**config.mk**
```make
export PLATFORM = sky130hd
export DESIGN_NAME = portout_ser
export DESIGN_NICKNAME = d
export VERILOG_FILES = /design/src/rtl/portout_pkg.sv /design/src/rtl/portout_shreg.sv /design/src/rtl/portout_ser.sv
export SDC_FILE = /design/constraint.sdc
export NUM_CORES = 1
export LEC_CHECK = 0
export BUFFER_PORTS_ARGS = -buffer_cell sky130_fd_sc_hd__buf_2
export CORE_ASPECT_RATIO = 1.75
export CORE_MARGIN = 2
export CORE_UTILIZATION = 40
export DETAILED_ROUTE_END_ITERATION = 16
export SETUP_SLACK_MARGIN = 0.4
export SLEW_MARGIN = 20
export SYNTH_ARGS = -nofsm -noshare
export SYNTH_HDL_FRONTEND = slang
export SYNTH_SLANG_ARGS = --single-unit
```
**constraint.sdc**
```tcl
create_clock -name clock -period 2.65 [get_ports clock]
set_input_delay 0.1325 -clock clock [delete_from_list [all_inputs] [get_ports clock]]
set_output_delay 0.1325 -clock clock [all_outputs]
set_load 0.005 [all_outputs]
```
**src/rtl/portout_pkg.sv**
```systemverilog
// Shared types and constants for the portout serializer.
// Build option: define PORTOUT_PARITY_EN to append an even-parity bit to every frame.
package portout_pkg;

    typedef enum logic [1:0] {
        IDLE  = 2'd0,
        SHIFT = 2'd1,
        GAP   = 2'd2
    } state_t;

    localparam int unsigned DEF_PAYLOAD_W = 32;
    localparam int unsigned DEF_LSB_FIRST = 1;
    localparam int unsigned DEF_GAP_CYC   = 0;
    localparam int unsigned GAP_W         = 4;

`ifdef PORTOUT_PARITY_EN
    localparam int unsigned PAR_BITS = 1;
`else
    localparam int unsigned PAR_BITS = 0;
`endif

    // Bit counter width able to hold 0..payload_w without wrapping
    function automatic int unsigned cnt_w(input int unsigned payload_w);
        return $clog2(payload_w + 1);
    endfunction

endpackage

```
**src/rtl/portout_shreg.sv**
```systemverilog
// Saved payload word and per-bit selection mux for the portout serializer.
// Build option: PORTOUT_PARITY_EN adds the even-parity bit selected at cnt == PAYLOAD_W.
module portout_shreg
    import portout_pkg::*;
#(
    parameter int unsigned PAYLOAD_W = DEF_PAYLOAD_W,
    parameter int unsigned LSB_FIRST = DEF_LSB_FIRST,
    parameter int unsigned CNT_W     = cnt_w(DEF_PAYLOAD_W)
) (
    input  logic                 clock,
    input  logic                 reset_n,
    input  logic                 load,
    input  logic [PAYLOAD_W-1:0] payload_in,
    input  logic [CNT_W-1:0]     cnt,
    output logic                 data_c
);

    logic [PAYLOAD_W-1:0] saved;
    logic [CNT_W-1:0]     idx;

    always_ff @(posedge clock or negedge reset_n) begin
        if (!reset_n) begin
            saved <= '0;
        end else if (load) begin
            saved <= payload_in;
        end
    end

    always_comb begin
        idx = (LSB_FIRST != 0) ? cnt : CNT_W'(PAYLOAD_W - 1) - cnt;
    end

    // Out-of-range indices (parity slot in MSB-first mode) match no bit and yield 0
    always_comb begin
        data_c = 1'b0;
        for (int i = 0; i < int'(PAYLOAD_W); i++) begin
            if (idx == CNT_W'(i)) begin
                data_c = saved[i];
            end
        end
`ifdef PORTOUT_PARITY_EN
        if (cnt == CNT_W'(PAYLOAD_W)) begin
            data_c = ^saved;
        end
`endif
    end

endmodule

```
**src/rtl/portout_ser.sv**
```systemverilog
// FIFO-fed serializer: pops one word per frame and shifts it out with active-low framing.
// Build option: PORTOUT_PARITY_EN lengthens each frame by one even-parity bit.
module portout_ser
    import portout_pkg::*;
#(
    parameter int unsigned PAYLOAD_W = DEF_PAYLOAD_W,
    parameter int unsigned LSB_FIRST = DEF_LSB_FIRST,
    parameter int unsigned GAP_CYC   = DEF_GAP_CYC
) (
    input  logic                 clock,
    input  logic                 reset_n,
    input  logic [PAYLOAD_W-1:0] payload_in,
    input  logic                 vld_o,
    input  logic                 hold_i,
    output logic                 pop,
    output logic                 dout,
    output logic                 frameo_n,
    output logic                 valido_n,
    output logic                 busy_o
);

    localparam int unsigned CNT_W = cnt_w(PAYLOAD_W);
    localparam int unsigned LAST  = PAYLOAD_W - 1 + PAR_BITS;

    state_t             state, state_nxt;
    logic [CNT_W-1:0]   cnt, cnt_nxt;
    logic [GAP_W-1:0]   gap_cnt, gap_nxt;
    logic               pop_nxt, dout_nxt, frame_nxt, valid_nxt, busy_nxt;
    logic               load_c, data_c;

    portout_shreg #(
        .PAYLOAD_W (PAYLOAD_W),
        .LSB_FIRST (LSB_FIRST),
        .CNT_W     (CNT_W)
    ) u_shreg (
        .clock      (clock),
        .reset_n    (reset_n),
        .load       (load_c),
        .payload_in (payload_in),
        .cnt        (cnt),
        .data_c     (data_c)
    );

    always_ff @(posedge clock or negedge reset_n) begin
        if (!reset_n) begin
            state    <= IDLE;
            cnt      <= '0;
            gap_cnt  <= '0;
            pop      <= 1'b0;
            dout     <= 1'b0;
            frameo_n <= 1'b1;
            valido_n <= 1'b1;
            busy_o   <= 1'b0;
        end else begin
            state    <= state_nxt;
            cnt      <= cnt_nxt;
            gap_cnt  <= gap_nxt;
            pop      <= pop_nxt;
            dout     <= dout_nxt;
            frameo_n <= frame_nxt;
            valido_n <= valid_nxt;
            busy_o   <= busy_nxt;
        end
    end

    // Next state and next registered outputs; a stall holds dout, cnt and frameo_n
    always_comb begin
        state_nxt = state;
        cnt_nxt   = cnt;
        gap_nxt   = gap_cnt;
        pop_nxt   = 1'b0;
        dout_nxt  = dout;
        frame_nxt = frameo_n;
        valid_nxt = 1'b1;
        load_c    = 1'b0;

        case (state)
            IDLE: begin
                frame_nxt = 1'b1;
                if (vld_o) begin
                    load_c    = 1'b1;
                    pop_nxt   = 1'b1;
                    cnt_nxt   = '0;
                    state_nxt = SHIFT;
                end
            end
            SHIFT: begin
                if (!hold_i) begin
                    dout_nxt  = data_c;
                    valid_nxt = 1'b0;
                    if (cnt == CNT_W'(LAST)) begin
                        frame_nxt = 1'b1;
                        gap_nxt   = '0;
                        state_nxt = (GAP_CYC != 0) ? GAP : IDLE;
                    end else begin
                        frame_nxt = 1'b0;
                        cnt_nxt   = cnt + CNT_W'(1);
                    end
                end
            end
            GAP: begin
                frame_nxt = 1'b1;
                if (gap_cnt == GAP_W'(GAP_CYC - 1)) begin
                    state_nxt = IDLE;
                end else begin
                    gap_nxt = gap_cnt + GAP_W'(1);
                end
            end
            default: begin
                state_nxt = IDLE;
            end
        endcase

        busy_nxt = (state_nxt != IDLE);
    end

endmodule
```
==> After elaboration in Yosys (flattened, before gate mapping) <==
Cells that the tools add are included.
{ "totals": {"in_bits": 36, "latchBits": 0, "wordCells": 114, "mem_bits_rw": 0, "mem_bits_ro": 0, "memories": 0, "register_bits": 49, "output_inout_bits": 5} }
{ "classes": {"order_cmp": 0, "shifts": 0, "div_mod_pow": 0, "bitwise_logic": 1, "addsub": 2, "n_reduce_logical": 11, "n_eq_ne": 39, "mux": 52, "n_mul": 0} }
{ "op_table": {"columns": ["operator", "n"], "rows": [
  ["equality test 6 x 5 -> 1 bit, second input constant", 16],
  ["equality test 6 x 4 -> 1 bit, second input constant", 8],
  ["2-to-1 mux 1 bit", 38],
  ["equality test 6 x 3 -> 1 bit, second input constant", 4],
  ["2-to-1 mux 6 bit", 3],
  ["equality test 6 x 2 -> 1 bit, second input constant", 2],
  ["2-to-1 mux 4 bit", 3],
  ["case mux 6 bit (2 select lines)", 1],
  ["inequality test 2 bit, second input constant", 5],
  ["2-to-1 mux 2 bit", 4],
  ["case mux 4 bit (2 select lines)", 1],
  ["AND reduction 4 bit", 2],
  ["nonzero test 2 bit", 4],
  ["adder 6 x 1 -> 6 bit, second input constant", 1],
  ["equality test 6 x 1 -> 1 bit, second input constant", 1],
  ["logical NOT 6 bit", 1],
  ["case mux 2 bit (3 select lines)", 1],
  ["adder 4 x 1 -> 4 bit, second input constant", 1],
  ["equality test 4 bit, second input constant", 1],
  ["AND reduction 2 bit", 2],
  ["equality test 2 x 1 -> 1 bit, second input constant", 1],
  ["equality test 2 bit, second input constant", 1],
  ["logical NOT 2 bit", 1],
  ["case mux 1 bit (2 select lines)", 1],
  ["other kinds (2)", 2]
]} }

==> Longest topological paths before layout <==
Gate-level depths: netlist (run 1).
{ "logic_depth": {"depth_word": 33, "ltp_mapped": 9, "depth_no_buf": 8} }

==> Modules after synthesis <==
Synthesis (run 1) repeated with hierarchy kept, for this count alone.
{ "unflattened": {"cells_unflattened": 202, "area_unflattened_um2": 2424.8} }
{ "by_module_without_submodules": {"columns": ["module", "instances", "area_per_inst_um2", "cells_per_inst"], "rows": [
  ["portout_shreg", 1, 1605.3, 127],
  ["portout_ser", 1, 819.5, 75]
]} }

==> Worst setup path after synthesis (run 1) <==
Ideal clock, no wire load.
{ "synth_path": {"path_kind": "register to register", "from": "reg cnt[0]", "to": "reg dout", "path_stages_with_launch": 9, "arrival_time_ps": 1928, "path_buffers": 1, "setup_time_ps": 135, "path_slack_ps": 587, "period_less_slack_ps": 2063, "path_cell_list": "dfrtp_1 -> inv_1 -> ha_1 -> buf_2 -> a221oi_2 -> or4b_1 -> and3_1 -> a211oi_2 -> o22ai_1"} }
{ "synth_between": {"elab_chain_len": 33, "word_cells_on_any_way": 64, "classes_between": "eq/ne: 31; mux: 32; reduce/logical: 1"} }
{ "synth_rtl": {"columns": ["element", "line", "text"], "rows": [
  ["from (decl)", "portout_ser.sv:26", "logic [CNT_W-1:0] cnt, cnt_nxt;"],
  ["from (signal assigned)", "portout_ser.sv:56", "cnt <= cnt_nxt;"],
  ["logical NOT 6 bit", "portout_shreg.sv:37", "if (idx == CNT_W'(i)) begin"],
  ["2-to-1 mux 1 bit (31 in series)", "portout_shreg.sv:37", null],
  ["2-to-1 mux 1 bit *", "portout_shreg.sv:37", null],
  ["to (signal assigned)", "portout_ser.sv:59", "dout <= dout_nxt;"],
  ["to (decl)", "portout_ser.sv:16", "output logic dout,"]
]} }
Every way passes the cells marked *; elsewhere a longest branch is shown, timed or not.
A chain may end at the register's enable or synchronous reset.

==> Worst setup path after layout (run 1) <==
Same ends and word-level chain as after synthesis.

==> summary.md, run 1 <==
| Metric | Value |
|---|---|
| Hold Path Class | `input port to register` |
| DP Area | `2740 sq um` |
| Layout cells sized above 1 | `between 30% and 40%` |
| Startpoint types | `register` |
| Max Fclk | `approximately 0.46 GHz` |
| RSZ-0062 raised after global routing | `true` |
| Post-synthesis compound-gate area fraction | `between 10% and 20%` |
| Lkg Pwr | `around 1.2 nW` |
| Finished Layout Cells | `350` |
| FF-to-FF setup slack | `between 0.4 and 0.5 ns` |
| Main flop type after synthesis | `dfrtp_1` |
| RePlAce Congestion | `about 0.89` |
| Num CTS Buffers | `5` |
| Die width | `63.2 um` |
| Post-synthesis instance total | `~230` |
| Max-cap violations | `0` |
| DRC errors left | `0` |
| Initial antenna violation count | `0` |
| Post-DR wirelength/cell | `about 15 um` |
| Critical path's slowest cell | `or4b_1` |
| Clock power share | `between 10% and 20%` |
| Cell Area, Synth | `2460 sq um` |
| Crit. End Element | `register` |
| CP required | `2.84 ns` |
| Routed wire length | `roughly 5.3 mm` |
| Final Hold Vio Count | `0` |
| Fin area | `about 2900 sq um` |
| Ys Warns | `0` |
| Int Pwr | `about 1.6 mW` |
| Num ports | `41` |
| CTS max path bufs | `2` |
| Async SR Flop Fraction | `between 90% and 100%` |
| Number of enable flip-flop cells after synthesis | `0` |
| ANT nets after route | `0` |
| Hold slack | `approximately 0.029 ns` |
| Htree depth | `2` |
| Avg Cell Area, Syn | `~11 sq um` |
| Clock transition at the registers of the reported paths | `0.08 ns` |
| Number of global-route vias before repair | `about 1.9k` |
| DRT iter0 DRCs | `32` |
| FF-to-FF path depth | `7` |
| Worst Hold Depth | `3` |
| Die Y-Extent | `~110 um` |
| Commonest cells in the netlist | `dfrtp_1 (47), mux2_2 (30), nand2_1 (25)` |
| Main combinational cell family by area after synthesis | `simple AND/OR/NAND/NOR gates` |
| Count leader, synth | `dfrtp_1` |
| Post-synthesis simple-gate area fraction | `between 15 and 20%` |
| Final setup fails | `0` |
| Number of port buffers | `40` |
| Final Util | `48.2%` |
| Area of the core | `a little under 6000 sq um` |
| DR WL met2 | `2.89 mm` |
| PwrDens | `a little under 900 nW/um^2` |
| Root Buffer | `clkbuf_8` |
| Synth Area in Adders | `2.55%` |
| Top post-synthesis cells by area | `dfrtp_1 (48%), mux2_2 (14%), nand2_1 (3.8%), nor2_1 (2.9%), ha_1 (2.5%)` |
| Dpl cells | `~340` |
| Sw frac | `roughly 35%` |
| DIE AREA | `slightly below 7000 sq um` |
| Met3 wire len | `~140 um` |
| Crit path DAT | `2.35 ns` |
| Peak supply drop | `just over 0.0005 V` |
| Yosys reg bits | `between 40 and 50` |
| Clock latency on the worst-skew pair | `0.30 ns` |
| Mux cell area share after synthesis | `~14%` |
| Clk sinks | `49` |
| Relative slew slack | `between 50% and 60%` |
| Largest net degree at the start of global routing | `50` |
| Vias per cell | `~5.2` |
| Setup Fix Bufs, Post-CTS | `0` |
| XOR/XNOR share of the synthesized area | `about 2.1%` |
| Metal-1 WL | `~2.1 mm` |
| Worst slew pin tran | `0.601 ns` |
| Ant. Diodes | `0` |
| Pre-antenna DRT Iters | `4` |
| Status | `completed` |
| Total via count in the routed design | `between 1.5k and 2k` |
| Grt ovf | `0` |
| Highest net fanout along the worst path | `4` |
| Critical path, cell by cell | `ha_1 -> nor2b_1 -> a221oi_2 -> or4b_1 -> and3_1 -> a211oi_2 -> o22ai_1` |
| CP peak stage delay | `0.46 ns` |
| Psw | `0.868 mW` |
| Fin Setup TNS | `0 ns` |
| Top Metal Used | `met4` |
| HPWL Detailed | `~4 mm` |
| GR Util All Layers | `around 17%` |
| Sequential cell area fraction in the yosys report | `around half` |
| Distinct cells, synth | `45` |
| Syn Nets | `approximately 270` |
| Sequential Power Share | `46.7%` |
| Layout area overhead | `16.4%` |
| Num rows | `37` |
| Post-route minimum period | `around 2.2 ns` |
| Clk_skew | `0.00474 ns` |
| WS Path Type | `register to register` |
| First-pass GRT wire length | `9.02 mm` |
| Initial core utilization | `41.4%` |
| Slew Viols, Final | `0` |
| Yosys top cell by area | `dfrtp_1` |
| Nets | `313` |
| CTS tree | `done` |
| Yosys top cell area share | `around 48%` |
| Final period util | `between 80% and 90%` |
| Comb power frac | `a little over a third` |
==> final timing paths <==
kind / startpoint / endpoint
setup / recovery: cnt[0] / dout
hold / removal: payload_in[10] / u_shreg.saved[10]
setup reg to reg: cnt[0] / dout
hold reg to reg: gap_cnt[1] / gap_cnt[1]
max in group asynchronous: reset_n / u_shreg.saved[30]
min in group asynchronous: reset_n / pop
==> worst max-delay path: cells and delay by family (launching register included) <==
family,cells,cell delay [ns]
AND/OR/NAND/NOR,3,0.80
flip-flops,1,0.42
adder cells (fa/ha/maj),1,0.22
AO/OA/AOI/OAI,3,0.60
==> per-layer routing <==
layer	GRT usage [%]	vias to the layer above
met5	0	-
met2	31.2	26
met1	19.2	900
met4	8.70	0
met3	3.45	11
li1	-	899
==> cells by family (layout without fill, tap and decap cells) <==
logic type	after synthesis	after routing
adders and majority gates	5	5
xor gates and xnor gates	6	6
muxes	30	30
AOI/OAI and AO/OA	42	42
and+or+nand+nor	76	76
DFF	49	49
buffers and inverters	23	64
==> cell usage in the layout (no fill, tap or decap), drive strengths merged, types with 2 or more instances in the layout <==
| master | n |
|---|---|
| o221ai | 3 |
| or3 | 2 |
| nand2b | 2 |
| nor2 | 19 |
| dfstp | 2 |
| o22ai | 2 |
| ha | 5 |
| mux2 | 30 |
| a31oi | 3 |
| a211oi | 6 |
| inv | 11 |
| xor2 | 5 |
| or2 | 2 |
| nand4 | 5 |
| dfrtp | 47 |
| clkbuf | 7 |
| nand2 | 25 |
| buf | 45 |
| nor2b | 5 |
| nor3 | 5 |
| o21ai | 9 |
| a311oi | 3 |
| a21oi | 8 |
| and3 | 3 |
==> per-stage QoR <==
step           total power [mW]  setup slack (ns)
2_1_floorplan              1.80             0.587
3_3_place_gp               2.06             0.449
3_5_place_dp               2.07             0.415
4_1_cts                    2.53             0.407
5_1_grt                    2.71             0.354
6_report                   2.51             0.487
==> sequential cells by signal, summed over array words and instances (netlist names) <==
register / cells
busy_o: 1
cnt: 6
dout: 1
frameo_n: 1
gap_cnt: 4
pop: 1
state: 2
u_shreg.saved: 32
valido_n: 1
==> final cells by class <==
type	instances	area, sq um
Clock buffer	7	86.3
Fill cell	615	3070
Inverter	11	41.3
Multi-Input combinational cell	159	1150
Sequential cell	49	1230
Tap cell	78	97.6
Timing Repair Buffer	46	250
==> power groups by stage <==
stage / clock network [mW] / registers [mW] / logic [mW]
floorplan: 0 / 1.08 / 0.713
global placement: 0 / 1.18 / 0.880
detailed placement: 0 / 1.19 / 0.885
CTS: 0.460 / 1.17 / 0.897
global route: 0.497 / 1.21 / 1.01
finish: 0.440 / 1.17 / 0.898
==> timing repair <==
item	in CTS	in global routing
hold endpoints to repair	0	47
pin swaps	0	1
gates resized for setup	1	6
hold buffers	0	1
setup endpoints to repair	1	3
Power figures use the tool's default switching activity.
==> inputs of run 2 (changes only) <==
==> constraint.sdc (replaced) <==
create_clock -name clock -period 2.1 [get_ports clock]
set_input_delay 0.105 -clock clock [delete_from_list [all_inputs] [get_ports clock]]
set_output_delay 0.105 -clock clock [all_outputs]
set_load 0.005 [all_outputs]
==> run 2 against run 1 <==
Sequential share of layout area decreased by 6.0 points; combinational power increased by 74%; the run now ends with setup timing left; via count increased by 9.0%; critical endpoint unchanged; critical path depth unchanged; flip-flop and latch count unchanged; sequential power increased by 25%; maximum frequency increased by 1.4%; clock-buffer cell count decreased by 2; highest routed layer unchanged.
==> summary.md, run 2 (same netlist as run 1, synthesis figures left out) <==
| Metric | Value |
|---|---|
| Clock transition at the registers of the reported paths | `0.09 ns (about the same)` |
| RePlAce Congestion | `0.873 (-2.1%)` |
| Die Y-Extent | `108 um (unchanged)` |
| DIE AREA | `6810 sq um (unchanged)` |
| Root Buffer | `clkbuf_8` |
| Crit path DAT | `2.31 ns (-0.04 ns)` |
| CP endpoint | `dout` |
| Pre-antenna DRT Iters | `4 (unchanged)` |
| Largest net degree at the start of global routing | `42 (-16%)` |
| Num ports | `41 (unchanged)` |
| Reg with most FFs | `u_shreg.saved` |
| Psw | `1.26 mW (+45%)` |
| WS Path Type | `register to register` |
| Sw frac | `33.0% (-1.6 points)` |
| Max Fclk | `0.469 GHz (+1.4%)` |
| HPWL Detailed | `4.36 mm (+9.2%)` |
| CP peak stage delay | `0.48 ns (+0.02 ns)` |
| Clk sinks | `49 (unchanged)` |
| Number of flip-flops in the largest register | `32 (unchanged)` |
| PwrDens | `1140 nW/um^2 (+30%)` |
| Reg area | `1230 sq um (+0.31%)` |
| Initial core utilization | `41.4% (unchanged)` |
| Num CTS Buffers | `5 (unchanged)` |
| Grt ovf | `0 (unchanged)` |
| Relative slew slack | `59.1% (-0.85 points)` |
| Failing checks | `setup timing` |
| Comb power frac | `40.9% (+5.1 points)` |
| Routed wire length | `6.06 mm (+14%)` |
| Max-cap violations | `0 (unchanged)` |
| Clock latency on the worst-skew pair | `0.31 ns (about the same)` |
| DP Area | `2890 sq um (+5.6%)` |
| Layout cells sized above 1 | `48.8% (+13 points)` |
| Clock power share | `20.8% (+3.3 points)` |
| FF-to-FF path depth | `7 (unchanged)` |
| Final Hold Vio Count | `0 (unchanged)` |
| CTS tree | `done` |
| Buf/Inv on CP | `0 (unchanged)` |
| CTS max path bufs | `2 (unchanged)` |
| Die width | `63.2 um (unchanged)` |
| Total via count in the routed design | `2002 (+9.0%)` |
| Commonest non-fill, non-tap cells in the layout | `dfrtp_1 (44), buf_2 (40), mux2_2 (29)` |
| Area of the core | `5930 sq um (unchanged)` |
| R2R Path Start | `cnt[0]` |
| Number of port buffers | `40 (unchanged)` |
| Hold slack | `0.00738 ns (-0.0213 ns)` |
| Status | `finished with violations` |
| Commonest non-fill, non-tap cell in the layout | `dfrtp_1` |
| DRC errors left | `0 (unchanged)` |
| Fin Setup TNS | `-0.0323 ns (-0.0323 ns)` |
| Clk_skew | `0.00670 ns (+0.00196 ns)` |
| Crit. End Element | `register` |
| Sequential Power Share | `38.4% (-8.3 points)` |
| Num rows | `37 (unchanged)` |
| Hold Path Class | `input port to register` |
| Layout area overhead | `35.8%` |
| Post-route setup slack | `-0.0323 ns (-0.519 ns)` |
| Highest net fanout along the worst path | `4 (unchanged)` |
| Crit path depth | `7 (unchanged)` |
| Int Pwr | `2.55 mW (+56%)` |
| GR Util All Layers | `18.2% (+0.78 points)` |
| Delay-heaviest family, CP | `simple AND/OR/NAND/NOR gates` |
| CP required | `2.28 ns (-0.56 ns)` |
| FF-to-FF setup slack | `-0.03 ns (-0.52 ns)` |
| Place WS | `-0.00954 ns (-0.424 ns)` |
| Ant. Diodes | `0 (unchanged)` |
| Lkg Pwr | `1.47 nW (+19%)` |
| Final period util | `102% (+20 points)` |
| Post-route minimum period | `2.13 ns (-0.0308 ns)` |
| First-pass GRT wire length | `9.45 mm (+4.8%)` |
| # fillers | `571 (-7.2%)` |
| Critical path, cell by cell | `ha_4 -> nor2b_4 -> a221oi_2 -> or4b_1 -> and3_4 -> a211oi_2 -> o22ai_1` |
| R2R Path End | `dout` |
| Startpoint types | `register` |
| Vias per cell | `5.25 (+0.17%)` |
| Crit path from | `cnt[0]` |
| Htree depth | `2 (unchanged)` |
| Post-DR wirelength/cell | `15.9 um (+4.9%)` |
| DRT iter0 DRCs | `67 (+110%)` |
| Fin area | `3340 sq um (+17%)` |
| Slew Viols, Final | `0 (unchanged)` |
| Number of global-route vias before repair | `2024 (+6.0%)` |
| Peak supply drop | `0.000637 V (+25%)` |
| Initial antenna violation count | `0 (unchanged)` |
| Critical path's slowest cell | `or4b_1` |
| Final setup fails | `1 (+1)` |
| Multi-input gate area | `1290 sq um (+12%)` |
| RSZ-0062 raised after global routing | `true` |
| Biggest regs | `u_shreg.saved x32, cnt x6, gap_cnt x4` |
| ANT nets after route | `0 (unchanged)` |
| Nets | `343 (+9.6%)` |
| Final Util | `56.3% (+8.1 points)` |
| Worst slew pin tran | `0.613 ns (+0.0127 ns)` |
## run 2: cell count changes in the layout (fill, tap and decap cells not counted), sizes merged
cell	delta
buf	+27
clkbuf	-1
bufinv	+2
clkinv	+1
dlygate4sd3	+2
## run 2: area by class of cell
type                            count  share of cell area, %
Clock buffer                        5                   2.06
Clock inverter                      3                   1.95
Inverter                           11                   1.24
Multi-Input combinational cell    159                   38.6
Sequential cell                    49                   36.9
Tap cell                           78                   2.93
Timing Repair Buffer               76                   16.3
## run 2: per-stage QoR
step,total power [mW],cells
2_1_floorplan,2.32,231
3_3_place_gp,2.79,356
3_5_place_dp,2.81,356
4_1_cts,3.68,369
5_1_grt,4.07,381
6_report,3.81,381
## run 2: worst min-delay path by stage
stage | startpoint | endpoint | depth (start not counted)
3_5_place_dp | reset_n | pop | 1
6_report | payload_in[2] | u_shreg.saved[2] | 3
5_1_grt | payload_in[7] | u_shreg.saved[7] | 2
2_1_floorplan | reset_n | busy_o | 0
4_1_cts | payload_in[10] | u_shreg.saved[10] | 3
3_3_place_gp | reset_n | pop | 1
## run 2: power by group through the flow
stage / sequential (mW) / clock [mW] / combinational, mW
finish: 1.46 / 0.791 / 1.56
global route: 1.50 / 0.865 / 1.71
CTS: 1.45 / 0.815 / 1.41
detailed placement: 1.47 / 0 / 1.33
global placement: 1.46 / 0 / 1.33
floorplan: 1.37 / 0 / 0.942
## run 2: worst min-delay path, cell delays in order
cell and delay (ns):
buf_2 0.08, nand2_1 0.04, o21ai_0 0.06
## run 2: what timing repair did
action	4_1_cts	5_1_grt
cloned	0	1
resized for setup	14	28
endpoints found under the hold margin	24	1
pin swaps	4	8
endpoints found under the setup margin	10	35
hold buffers	2	1
setup buffers	3	10
## run 2: metal layers
| layer | global-route usage (%) | wire length (um) |
|---|---|---|
| met5 | 0 | 0 |
| met4 | 8.85 | 136 |
| met3 | 3.14 | 193 |
| met2 | 33.8 | 3450 |
| met1 | 19.5 | 2280 |
